**src/rtl/sevseg_pkg.sv**
```systemverilog
// Shared types and constants for the seven-segment scanner.
// Segment patterns are active-low {g,f,e,d,c,b,a}.
package sevseg_pkg;

  typedef enum logic [1:0] {
    ST_IDLE  = 2'd0,
    ST_BLANK = 2'd1,
    ST_DRIVE = 2'd2
  } state_e;

  localparam logic [6:0] SEG_OFF = 7'h7F;

  // Index 0 is the right-most entry.
  localparam logic [15:0][6:0] SEG_TABLE = {
    7'h0E, 7'h06, 7'h21, 7'h46,
    7'h03, 7'h08, 7'h10, 7'h00,
    7'h78, 7'h02, 7'h12, 7'h19,
    7'h30, 7'h24, 7'h79, 7'h40
  };

endpackage

```
**src/rtl/seven_segment_scanner_if.sv**
```systemverilog
// Load handshake bundle for the seven-segment scanner.
// Master offers data/dp with valid, slave answers with ready.
interface seven_segment_scanner_if #(
  parameter int NUM_DIGITS = 4
);
  logic [NUM_DIGITS*4-1:0] load_data;
  logic [NUM_DIGITS-1:0]   load_dp;
  logic                    load_valid;
  logic                    load_ready;

  modport master (
    output load_data,
    output load_dp,
    output load_valid,
    input  load_ready
  );

  modport slave (
    input  load_data,
    input  load_dp,
    input  load_valid,
    output load_ready
  );
endinterface

```
**src/rtl/hex_to_seg.sv**
```systemverilog
// Combinational hex nibble to active-low segment decoder.
// Pure table lookup, no state.
module hex_to_seg
  import sevseg_pkg::*;
(
  input  logic [3:0] nib,
  output logic [6:0] seg
);

  assign seg = SEG_TABLE[nib];

endmodule

```
**src/rtl/seven_segment_scanner.sv**
```systemverilog
// Multiplexed seven-segment scanner with shadow-buffered load.
// Optional: SEVSEG_LEADING_ZERO_BLANK_EN blanks leading zero digits.
module seven_segment_scanner
  import sevseg_pkg::*;
#(
  parameter int NUM_DIGITS   = 4,
  parameter int BLANK_CYCLES = 2
) (
  input  logic                  clk,
  input  logic                  rst_n,
  input  logic                  tick,
  input  logic [NUM_DIGITS-1:0] blank,
  seven_segment_scanner_if.slave ld,
  output logic [NUM_DIGITS-1:0] an,
  output logic [6:0]            seg,
  output logic                  dp_n,
  output logic                  frame_done
);

  localparam int IW = $clog2(NUM_DIGITS);
  localparam int DW = NUM_DIGITS * 4;
  localparam logic [IW-1:0] LAST = IW'(NUM_DIGITS - 1);
  localparam logic [7:0] CNT_END = 8'(BLANK_CYCLES - 1);
  localparam logic [NUM_DIGITS-1:0] ONE = NUM_DIGITS'(1);

  logic                  tick_q;
  state_e                state_q, state_d;
  logic [7:0]            cnt_q, cnt_d;
  logic                  from_drv_q, from_drv_d;
  logic [IW-1:0]         idx_q, idx_d;
  logic [DW-1:0]         act_data_q, act_data_d;
  logic [NUM_DIGITS-1:0] act_dp_q, act_dp_d;
  logic [DW-1:0]         pnd_data_q, pnd_data_d;
  logic [NUM_DIGITS-1:0] pnd_dp_q, pnd_dp_d;
  logic                  pnd_q, pnd_d;
  logic                  rdy_q, rdy_d;
  logic [NUM_DIGITS-1:0] an_q, an_d;
  logic [6:0]            seg_q, seg_d;
  logic                  dpn_q, dpn_d;
  logic                  fd_q, fd_d;

  logic                  step;
  logic                  bnd;
  logic                  hs;
  logic [3:0]            nib;
  logic [6:0]            dec_seg;
  logic [NUM_DIGITS-1:0] lz_mask;

  assign step = tick ^ tick_q;
  assign hs   = ld.load_valid & rdy_q;
  assign nib  = act_data_q[{idx_q, 2'b00} +: 4];

  hex_to_seg u_dec (
    .nib (nib),
    .seg (dec_seg)
  );

  // Scan FSM: a step opens a blank gap, the gap ends in the next digit.
  always_comb begin
    state_d    = state_q;
    cnt_d      = cnt_q;
    from_drv_d = from_drv_q;
    idx_d      = idx_q;
    bnd        = 1'b0;
    unique case (state_q)
      ST_IDLE: begin
        if (step) begin
          state_d    = ST_BLANK;
          cnt_d      = '0;
          from_drv_d = 1'b0;
        end
      end
      ST_DRIVE: begin
        if (step) begin
          state_d    = ST_BLANK;
          cnt_d      = '0;
          from_drv_d = 1'b1;
        end
      end
      ST_BLANK: begin
        if (cnt_q == CNT_END) begin
          state_d = ST_DRIVE;
          if (from_drv_q && idx_q != LAST) begin
            idx_d = idx_q + 1'b1;
          end else begin
            idx_d = '0;
            bnd   = 1'b1;
          end
        end else begin
          cnt_d = cnt_q + 8'd1;
        end
      end
      default: state_d = ST_IDLE;
    endcase
  end

  // Shadow buffer: pending moves to active only on a frame boundary.
  always_comb begin
    act_data_d = act_data_q;
    act_dp_d   = act_dp_q;
    pnd_data_d = pnd_data_q;
    pnd_dp_d   = pnd_dp_q;
    pnd_d      = pnd_q;
    if (bnd && pnd_q) begin
      act_data_d = pnd_data_q;
      act_dp_d   = pnd_dp_q;
      pnd_d      = 1'b0;
    end
    if (hs) begin
      pnd_data_d = ld.load_data;
      pnd_dp_d   = ld.load_dp;
      pnd_d      = 1'b1;
    end
    rdy_d = ~pnd_d;
    fd_d  = bnd;
  end

  // Leading-zero mask, scanned from the top digit down; digit 0 never set.
  always_comb begin
    lz_mask = '0;
`ifdef SEVSEG_LEADING_ZERO_BLANK_EN
    begin : g_lz
      logic run;
      run = 1'b1;
      for (int i = NUM_DIGITS - 1; i > 0; i--) begin
        run        = run & (act_data_q[i*4 +: 4] == 4'h0);
        lz_mask[i] = run;
      end
    end
`endif
  end

  // Pad drive from the current state; registered one cycle later.
  always_comb begin
    an_d  = '1;
    seg_d = SEG_OFF;
    dpn_d = 1'b1;
    if (state_q == ST_DRIVE) begin
      seg_d = dec_seg;
      dpn_d = ~act_dp_q[idx_q];
      if (!(blank[idx_q] | lz_mask[idx_q])) begin
        an_d = ~(ONE << idx_q);
      end
    end
  end

  // State and output registers.
  always_ff @(posedge clk or negedge rst_n) begin
    if (!rst_n) begin
      tick_q     <= 1'b0;
      state_q    <= ST_IDLE;
      cnt_q      <= '0;
      from_drv_q <= 1'b0;
      idx_q      <= '0;
      act_data_q <= '0;
      act_dp_q   <= '0;
      pnd_data_q <= '0;
      pnd_dp_q   <= '0;
      pnd_q      <= 1'b0;
      rdy_q      <= 1'b1;
      an_q       <= '1;
      seg_q      <= SEG_OFF;
      dpn_q      <= 1'b1;
      fd_q       <= 1'b0;
    end else begin
      tick_q     <= tick;
      state_q    <= state_d;
      cnt_q      <= cnt_d;
      from_drv_q <= from_drv_d;
      idx_q      <= idx_d;
      act_data_q <= act_data_d;
      act_dp_q   <= act_dp_d;
      pnd_data_q <= pnd_data_d;
      pnd_dp_q   <= pnd_dp_d;
      pnd_q      <= pnd_d;
      rdy_q      <= rdy_d;
      an_q       <= an_d;
      seg_q      <= seg_d;
      dpn_q      <= dpn_d;
      fd_q       <= fd_d;
    end
  end

  assign ld.load_ready = rdy_q;
  assign an            = an_q;
  assign seg           = seg_q;
  assign dp_n          = dpn_q;
  assign frame_done    = fd_q;

endmodule

```
**src/flat_wrapper.sv**
```systemverilog
// flat-port wrapper written by rule: the top's interface ports become plain ports
module seven_segment_scanner_flat import sevseg_pkg::*;
#(
  parameter int NUM_DIGITS   = 4,
  parameter int BLANK_CYCLES = 2
)
  (clk, rst_n, tick, blank, an, seg, dp_n, frame_done, ld_load_data, ld_load_dp, ld_load_valid, ld_load_ready);
  seven_segment_scanner_if #(.NUM_DIGITS(NUM_DIGITS)) ld_i ();
  input  logic clk;
  input  logic rst_n;
  input  logic tick;
  input  logic [NUM_DIGITS-1:0] blank;
  output logic [NUM_DIGITS-1:0] an;
  output logic [6:0] seg;
  output logic dp_n;
  output logic frame_done;
  input wire logic [$bits(ld_i.load_data)-1:0] ld_load_data;
  input wire logic [$bits(ld_i.load_dp)-1:0] ld_load_dp;
  input wire logic [$bits(ld_i.load_valid)-1:0] ld_load_valid;
  output wire logic [$bits(ld_i.load_ready)-1:0] ld_load_ready;
  assign ld_i.load_data = ld_load_data;
  assign ld_i.load_dp = ld_load_dp;
  assign ld_i.load_valid = ld_load_valid;
  assign ld_load_ready = ld_i.load_ready;
  seven_segment_scanner #(.NUM_DIGITS(NUM_DIGITS), .BLANK_CYCLES(BLANK_CYCLES)) u_core (.clk(clk), .rst_n(rst_n), .tick(tick), .blank(blank), .ld(ld_i), .an(an), .seg(seg), .dp_n(dp_n), .frame_done(frame_done));
endmodule
```
**config.mk**
```make
export PLATFORM = sky130hd
export DESIGN_NAME = seven_segment_scanner_flat
export DESIGN_NICKNAME = d
export VERILOG_FILES = /design/src/rtl/sevseg_pkg.sv /design/src/rtl/seven_segment_scanner_if.sv /design/src/rtl/hex_to_seg.sv /design/src/rtl/seven_segment_scanner.sv /design/src/flat_wrapper.sv
export SDC_FILE = /design/constraint.sdc
export NUM_CORES = 1
export LEC_CHECK = 0
export BUFFER_PORTS_ARGS = -buffer_cell sky130_fd_sc_hd__buf_2
export CORE_ASPECT_RATIO = 0.5
export CORE_MARGIN = 10
export CORE_UTILIZATION = 30
export DETAILED_ROUTE_END_ITERATION = 7
export GPL_TIMING_DRIVEN = 0
export PLACE_DENSITY_LB_ADDON = 0.3
export SLEW_MARGIN = 15
export SYNTH_ARGS = -nofsm -noshare
export SYNTH_HDL_FRONTEND = slang
export SYNTH_HIERARCHICAL = 1
export SYNTH_SLANG_ARGS = --single-unit
export TNS_END_PERCENT = 30
```
**constraint.sdc**
```tcl
create_clock -name clk -period 5 [get_ports clk]
set_input_delay 0.75 -clock clk [delete_from_list [all_inputs] [get_ports clk]]
set_output_delay 0.75 -clock clk [all_outputs]
set_load 0.005 [all_outputs]
```
After elaboration in Yosys (flattened, before gate mapping):

Memory sizes are Yosys's and may differ from the RTL's.
Index checks and enable logic that the tools add are counted.

* register bits after elaboration: 69
* bits in read-only memories: 112
* input bits: 28
* output and inout bits: 14
* word-level logic and storage cells: 73
* memories kept: 1

Memory list
* (no name shown): words 16, bits a word 7, read ports 1, clocked after Yosys merged registers in 0, write ports 0, RTL line hex_to_seg.sv:10 `assign seg = SEG_TABLE[nib];`

* add/sub/neg operators: 2
* $lt $le $gt $ge: 2
* equal/unequal tests: 9
* shift-type cells: 2
* muxes and demuxes: 26
* bitwise gates (word level): 6
* reductions and logical operators: 10

Operators with widths (number)
* $mux W8: 2
* $pmux W8 S2: 1
* $shiftx A16 B5 Y4: 1
* $mux W7: 2
* $mux W1: 11
* $add A8 B1 Y8 const B: 1
* $eq A8 B1 Y1 const B: 1
* $mux W4: 2
* $ne A2 B1 Y1 const B: 4
* $bmux W1 S2: 3
* $mux W2: 3
* $reduce_and A3 Y1: 2
* $lt A4 B5 Y1 const B: 1
* $ne A2 B2 Y1 const B: 2
* $not A4 Y4: 1
* $pmux W2 S2: 1
* $reduce_and A2 Y1: 2
* $reduce_bool A2 Y1: 2
* $shl A1 B2 Y4 const A: 1
* $lt A2 B3 Y1 const B: 1
* $add A2 B1 Y2 const B: 1
* $eq A2 B1 Y1 const B: 1
* $eq A2 B2 Y1 const B: 1
* $logic_and A1 B1 Y1: 2
* other kinds (7): 8

Depth between registers and ports, before layout:

Gate-level depths: netlist (run 1).

* word-level depth: 9
* depth in mapped cells: 8
* depth with buffers taken out: 7

Modules after synthesis:

The synthesis (run 1) kept the hierarchy.

By module, submodules not included
* seven_segment_scanner: times used 1, cells each 201, area each 2992.9 µm², sequential area each 1742.9 µm²
* hex_to_seg: times used 1, cells each 32, area each 275.3 µm², sequential area each 0.0 µm²

Least setup slack after synthesis (run 1):

No wires, ideal clock.

* path type: register -> register
* start: register u_core.idx_q[0]
* end: register u_core.seg_q[0] (netlist: u_core/seg[0])
* setup time: 0.063 ns
* arrival time: 2.205 ns
* data required time: 4.937 ns
* setup slack: 2.732 ns
* stages on the path, launching flop included: 9
* path buffers: 1
* period minus slack after synthesis: 2.268 ns
* path through: dfrtp_1 > buf_2 > mux4_2 > inv_1 > ha_1 > and2b_2 > or3b_1 > o21ai_0 > nand2b_1

* word-level cells in the longest chain between the ends: 4

Ends and longest elaborated chain
* start: declaration: RTL line seven_segment_scanner.sv:30 `logic [IW-1:0] idx_q, idx_d;`
* start signal: assignment: RTL line seven_segment_scanner.sv:170 `idx_q <= idx_d;`
* $shiftx A16 B5 Y4: RTL line seven_segment_scanner.sv:51 `assign nib = act_data_q[{idx_q, 2'b00} +: 4];`
* named net u_core.nib[1]: RTL line seven_segment_scanner.sv:45 `logic [3:0] nib;`
* $mem_v2 Z16 W7
* $mux W7 (implied by the code): RTL line hex_to_seg.sv:10
* named net u_core.dec_seg[0]: RTL line seven_segment_scanner.sv:46 `logic [6:0] dec_seg;`
* $mux W7: RTL line seven_segment_scanner.sv:138 `if (state_q == ST_DRIVE) begin`
* named net u_core.seg_d[0]: RTL line seven_segment_scanner.sv:38 `logic [6:0] seg_q, seg_d;`
* end signal: assignment: RTL line seven_segment_scanner.sv:178 `seg_q <= seg_d;`
* end: declaration: RTL line seven_segment_scanner.sv:38

The timed path passes the listed nets, and every way through them passes these cells. The select of a mux whose other input is x is not followed.
A chain may end at the register's enable or synchronous reset.

Final worst setup path (run 1):

Ends and elaborated chain as after synthesis.

==> reports/metrics.yaml, run 1 <==
i_o_pin_cnt: 42
worst_path_max_delay_cell: "mux4_2"
yosys_warnings: 6
clk_latency_ns: 0.33
max_clock_freq_mhz: 403
synth_simple_gate_area_share_pct: 10.5
instances_no_fill: 429
drive_gt1_share_pct: 46.0
grt_antenna_before_repair: 0
chip_width_um: 168
leakage_power_figure_nw: 1.78
seqCellArea_um2: 1740
clock_sink_count: 69
drt.antenna.violating_nets: 0
run_status: "finished, final reports clean"
htreeDepth: 3
routedWlPerCell_um: 14.9
crit_path_start_kind: "flip-flop"
finalWirelength_mm: 6.39
hold_class: "input port to asynchronous set/reset pin"
pwr_density_cell_nw_per_um2: 631
asyncSetResetFlopFracSynth_pct: 100
drt_first_pass_iters: 4
multiInputGateArea_um2: 1440
syn-cell-area_um2: 3270
ir_drop_mv: 0.233
groute.layer.met2.usage_pct: 14.7
ys_top_cells_by_count: "56 x dfrtp_1, 23 x mux2_2, 20 x mux2_4"
dp_hpwl_mm: 4.77
critPathMaxFanout: 9
die_ar_um2: 15700
critical_path.endpoint_type: "flip-flop"
worstPathCellList: "buf_2, mux4_2, inv_1, ha_1, and2b_2, or3b_1, o21ai_0, nand2b_1"
initial_util_pct: 31.4
dp_slack_ns: 2.51
grtUsageMet3_pct: 2.84
setup-tns-final_ns: 0
required_time_worst_endpoint_ns: 5.27
grt-ovfl-total: 0
timing_worst_setup_path_type: "flip-flop to flip-flop"
synthMuxAreaShare_pct: 23.3
hold_viol: 0
yosysTopAreaCell: "dfrtp_1"
reg2regPathDepth: 8
grt_pass1_wl_mm: 10.6
nFillCells: 978
rsz0062_at_grt: "false"
fin_ws_ns: 2.52
dpl.cell_count: 415
netlist-cell-type-count: 42
yosys-top-cells-area: "dfrtp_1 43%, dfstp_2 10%, mux2_4 9.2%"
fp-row-count: 26
floorplan.die.height_um: 93.8
arrival_ns: 2.75
clock_skew_ns: 0.00686
clk_pin_slew_worst_paths_ns: 0.05
worst_slew_margin_rel_pct: 59.4
max_stage_delay_ns: 0.61
drc: 0
post_synth_top_flop: "dfrtp_1"
grt_most_used_layer: "met2"
timing.final.crit_period_ns: 2.48
design_power_total_mw: 2.50
flip_flop_and_latch_count_after_synthesis: 69
core_region_area_um2: 10400
cts_repair_resize_count: 0
largest_family_of_logic_cells_by_synthesized_area: "multiplexers"
finalNetCount: 327
grt_pass1_vias: 2058
final_min_period_over_clock_period_pct: 49.6
total_track_usage_pct: 8.54
syn_inst: 233
worst_slew_pin_slew_ns: 0.609
synth_top_area_share_pct: 42.9
synth-xor-area-share_pct: 0.268
clockBufferDepth: 2
areaGrowthSynthToFinish_pct: 21.4
drtIter0Drc: 76
synth.yosys.seq_area_share_pct: 53.3
holdBufCountCts: 0
post_synth.cell_area_avg_um2: 14.0
timing.max_cap.violations: 0
yosys.area_share.adder_pct: 4.98
tritoncts: "built"
finalMaxSlewViolations: 0
synthesis.nets: 274
met1_usage_pct: 9.49
ctsRootBufferMaster: "clkbuf_16"
cts.repair_timing.setup_buffer_count: 0
finalSetupViolCount: 0
routabilityCongestion: 0.751
count_of_buffers_inserted_at_the_top_level_ports: 41
fin_hold_ws_ns: 0.287
synth_enable_flop_cells: 0
cts_buffers: 9
synth_compound_gate_area_share_pct: 5.09
cell_with_the_most_instances_after_synthesis: "dfrtp_1"
vias: 1932
vias_per_cell: 4.50
diodes: 0
grt_start_max_net_pins: 54
==> path summary, 6_finish.rpt <==
check | from | end | slack, ns
max | u_core/idx_q[0] | u_core/seg[0] | 2.52
min | rst_n | u_core/act_dp_q[3] | 0.29
max reg2reg | u_core/idx_q[0] | u_core/seg[0] | 2.52
min reg2reg | u_core/pnd_dp_q[0] | u_core/act_dp_q[0] | 0.50
max in group asynchronous | rst_n | u_core/an[0] | 4.13
min in group clk | u_core/pnd_dp_q[0] | u_core/act_dp_q[0] | 0.50
==> area by class of cell <==
class	count	share of cell area (%)
clock inverters	4	1.26
clock buffers	10	6.02
plain buffers	8	1.39
multi-input cells	148	36.3
repair buffers	42	5.93
inverters	8	0.757
flip-flops and latches	69	43.9
well taps	140	4.42
==> sequential cells by signal (all words and copies together) (netlist names) <==
register              count
u_core/state_q            2
u_core/pnd_dp_q           4
u_core/seg                7
u_core/frame_done         1
u_core/pnd_data_q        16
u_core/ld.load_ready      1
u_core/pnd_q              1
u_core/tick_q             1
u_core/dp_n               1
u_core/idx_q              2
u_core/cnt_q              8
u_core/act_dp_q           4
u_core/from_drv_q         1
u_core/act_data_q        16
u_core/an                 4
==> metrics by stage <==
stage | area [um2] | util (%)
6_report | 3970 | 38.1
5_1_grt | 3970 | 38.1
4_1_cts | 3970 | 38.1
3_5_place_dp | 3680 | 35.3
3_3_place_gp | 3650 | 35.0
2_1_floorplan | 3270 | -
==> routing by layer <==
layer	part of all wire, %	up-vias
met5	0	-
met4	1.5	0
met3	3.1	11
met2	51	19
met1	44	968
li1	-	934
==> worst max-delay path: cells and delay by family, from the launching register on <==
family	cells	cell delay [ns]
and+or+nand+nor	3	0.71
muxes	1	0.61
AOI/OAI and AO/OA	1	0.07
adders and majority gates	1	0.20
DFF	1	0.37
buffers and inverters	2	0.46
==> power breakdown <==
part / total (mW) / switching, mW / internal, mW
registers: 0.931 / 0.133 / 0.798
clock network: 0.611 / 0.218 / 0.392
logic: 0.961 / 0.420 / 0.541
total: 2.50 / 0.772 / 1.73
==> cell usage in the layout, fill, tap and decap left out, types with 2 or more instances in the layout <==
| cell | n |
|---|---|
| mux2i_1 | 4 |
| nor2b_1 | 4 |
| nand2_1 | 13 |
| nor3_1 | 3 |
| inv_1 | 8 |
| nand2b_1 | 11 |
| clkbuf_16 | 9 |
| nor3b_1 | 2 |
| a22o_1 | 2 |
| a21o_2 | 2 |
| clkinvlp_4 | 2 |
| a211o_1 | 2 |
| mux2_2 | 23 |
| buf_1 | 2 |
| buf_2 | 42 |
| ha_1 | 13 |
| mux2_4 | 20 |
| nor2_1 | 8 |
| dfstp_2 | 13 |
| a21o_1 | 3 |
| o21ai_0 | 7 |
| a21oi_1 | 4 |
| and3_1 | 2 |
| mux4_2 | 6 |
| nand3_1 | 3 |
| buf_6 | 3 |
| dfrtp_1 | 56 |
==> cell families (layout without fill, tap and decap cells) <==
kind of cell | count (synthesis) | in the layout
buffers and inverters | 16 | 72
and+or+nand+nor | 56 | 56
adders and majority gates | 13 | 13
xor gates and xnor gates | 1 | 1
DFF | 69 | 69
muxes | 54 | 54
AOI/OAI and AO/OA | 24 | 24
No activity file was read; power rests on OpenSTA's default activity.
==> run 2: changes to the inputs <==
==> constraint.sdc (replaced) <==
create_clock -name clk -period 2.05 [get_ports clk]
set_input_delay 0.3075 -clock clk [delete_from_list [all_inputs] [get_ports clk]]
set_output_delay 0.3075 -clock clk [all_outputs]
set_load 0.005 [all_outputs]
==> run 2 against run 1 <==
  * The run now ends with setup timing left
  * Cell count increased by 6.1%
  * Via count increased by 4.6%
  * Fmax grew 17%
  * Largest cell class unchanged
==> reports/metrics.yaml, run 2 (synthesized netlist as in run 1, its figures left out) <==
layout_common_cells: "54 x dfrtp_1, 41 x buf_2, 23 x buf_4, 23 x mux2_2, 20 x mux2_4"
switching_power_share_of_the_total_pct: 31.2  # +0.33 points
diodes: 0  # unchanged
routedWlPerCell_um: 15.2  # +2.1%
design_power_total_mw: 6.61  # +160%
grt-ovfl-total: 0  # unchanged
clk_latency_ns: 0.33  # about the same
finalNetCount: 351  # +7.3%
grt_antenna_before_repair: 1  # +1
total_track_usage_pct: 9.03  # +0.49 points
clockPowerShare_pct: 21.8  # -2.6 points
clock_skew_ns: 0.00821  # +0.00134 ns
crit_path_start_kind: "flip-flop"
clk_pin_slew_worst_paths_ns: 0.06  # about the same
hold_class: "input port to flip-flop"
grt_pass1_wl_mm: 11.3  # +5.8%
final_min_period_over_clock_period_pct: 103  # +53 points
cts_buffers: 9  # unchanged
drt_first_pass_iters: 4  # unchanged
htreeDepth: 3  # unchanged
timing.max_cap.violations: 0  # unchanged
drive_gt1_share_pct: 53.0  # +7.0 points
leakage_power_figure_nw: 1.91  # +7.0%
vias: 2020  # +4.6%
hold_viol: 0  # unchanged
run_status: "finished, violations left"
grt_start_max_net_pins: 42  # -22%
tritoncts: "built"
i_o_pin_cnt: 42  # unchanged
netSwitchingPower_mw: 2.06  # +170%
violations: "setup timing"
chip_width_um: 168  # unchanged
required_time_worst_endpoint_ns: 2.31  # -2.96 ns
largest_registers: "u_core/act_data_q (16), u_core/pnd_data_q (16), u_core/cnt_q (8)"
timing.final.crit_period_ns: 2.11  # -0.367 ns
finalSetupViolCount: 3  # +3
finalMaxSlewViolations: 0  # unchanged
initial_util_pct: 31.4  # unchanged
dp_hpwl_mm: 4.77  # about the same
worst_slew_margin_rel_pct: 48.7  # -11 points
grt_pass1_vias: 2240  # +8.8%
drtIter0Drc: 74  # -2.6%
fraction_of_the_core_area_covered_by_cells_at_the_end_of_the_flow_pct: 40.3  # +2.2 points
timing_worst_setup_path_type: "flip-flop to flip-flop"
fin_hold_ws_ns: 0.110  # -0.178 ns
die_ar_um2: 15700  # unchanged
clockBufferDepth: 2  # unchanged
worst_slew_pin_slew_ns: 0.768  # +0.159 ns
max_clock_freq_mhz: 474  # +17%
p_int_mw: 4.55  # +160%
count_of_buffers_inserted_at_the_top_level_ports: 41  # unchanged
ctsRootBufferMaster: "clkbuf_16"
arrival_ns: 2.37  # -0.38 ns
routabilityCongestion: 0.735  # -2.2%
leading_cell_type_in_the_layout_fill_and_taps_excluded: "dfrtp_1"
power_frac_seq_pct: 34.3  # -2.9 points
drc: 0  # unchanged
fp-row-count: 26  # unchanged
combinationalPowerShare_pct: 43.9  # +5.5 points
areaGrowthSynthToFinish_pct: 28.4
clock_sink_count: 69  # unchanged
rsz0062_at_grt: "true"
critical_path.endpoint_type: "flip-flop"
pwr_density_cell_nw_per_um2: 1580  # +150%
critPathMaxFanout: 4  # -5
floorplan.die.height_um: 93.8  # unchanged
fin_ws_ns: -0.0612  # -2.58 ns
drt.antenna.violating_nets: 0  # unchanged
vias_per_cell: 4.44  # -1.4%
ir_drop_mv: 0.540  # +130%
finalWirelength_mm: 6.92  # +8.3%
core_region_area_um2: 10400  # unchanged
-- run 2: cell types whose count changed in the layout (fill, tap and decap cells not counted), sizes merged --
cell / previous run / this run
bufinv: 1 / 0
clkinvlp: 2 / 1
clkinv: 1 / 4
buf: 49 / 72
dlygate4sd3: 0 / 1
clkbuf: 11 / 12
-- run 2: what timing repair did --
action / CTS / global route
endpoints found under the setup margin: 6 / 27
gates cloned: 0 / 1
hold endpoints to repair: 18 / 0
gates resized for setup: 3 / 4
pin swaps: 1 / 2
hold buffers: 1 / 0
buffers inserted: 9 / 14
-- run 2: cell type report --
cell class                      instances  area, um2
Multi-Input combinational cell        148       1460
Timing Repair Buffer                   67        439
Inverter                                8       32.5
Clock inverter                          5       35.0
Tap cell                              140        175
Sequential cell                        69       1750
Buffer                                  7       61.3
Fill cell                             980       6210
Clock buffer                           11        253
-- run 2: power groups by stage --
stage	clock network (mW)	logic, mW	registers [mW]
global placement	0	2.33	2.24
detailed placement	0	2.42	2.27
global route	1.56	3.18	2.34
CTS	1.48	2.60	2.27
finish	1.44	2.91	2.27
floorplan	0	1.92	2.19
-- run 2: worst max-delay path: stages, from the launching register on --
cell and delay, ns:
dfrtp_1 0.36, buf_6 0.12, mux4_2 0.57, inv_4 0.10, ha_4 0.14, and2b_2 0.23, or3b_1 0.34, o21ai_1 0.07
nand2b_1 0.11
-- run 2: stage by stage --
stage               setup slack (ns)  setup TNS, ns  std cells  instance area (um2)
floorplan                    -0.0381        -0.0584        233                 3290
global placement              -0.267         -0.954        414                 3670
detailed placement            -0.340          -1.27        415                 3690
CTS                          -0.0406        -0.0953        440                 4060
global route                  -0.148          -1.09        455                 4200
finish                       -0.0612        -0.0922        455                 4200
-- run 2: final timing paths --
kind                       cells past startpoint                 start              endpoint  slack (ns)
max                                            8       u_core/idx_q[0]         u_core/seg[0]       -0.06
min                                            1                  tick         u_core/tick_q        0.11
max reg2reg                                    8       u_core/idx_q[0]         u_core/seg[0]       -0.06
min reg2reg                                    1  u_core/pnd_data_q[6]  u_core/act_data_q[6]        0.50
max in group asynchronous                      3                 rst_n         u_core/seg[5]        1.01
min in group asynchronous                      2                 rst_n     u_core/frame_done        0.43
-- run 2: per-layer routing --
layer,up-vias,track usage (%),routed length [um]
met2,22,15.4,3520
met4,0,3.67,89
met1,1020,9.72,3020
li1,973,-,-
met3,5,4.01,298
met5,-,0,0
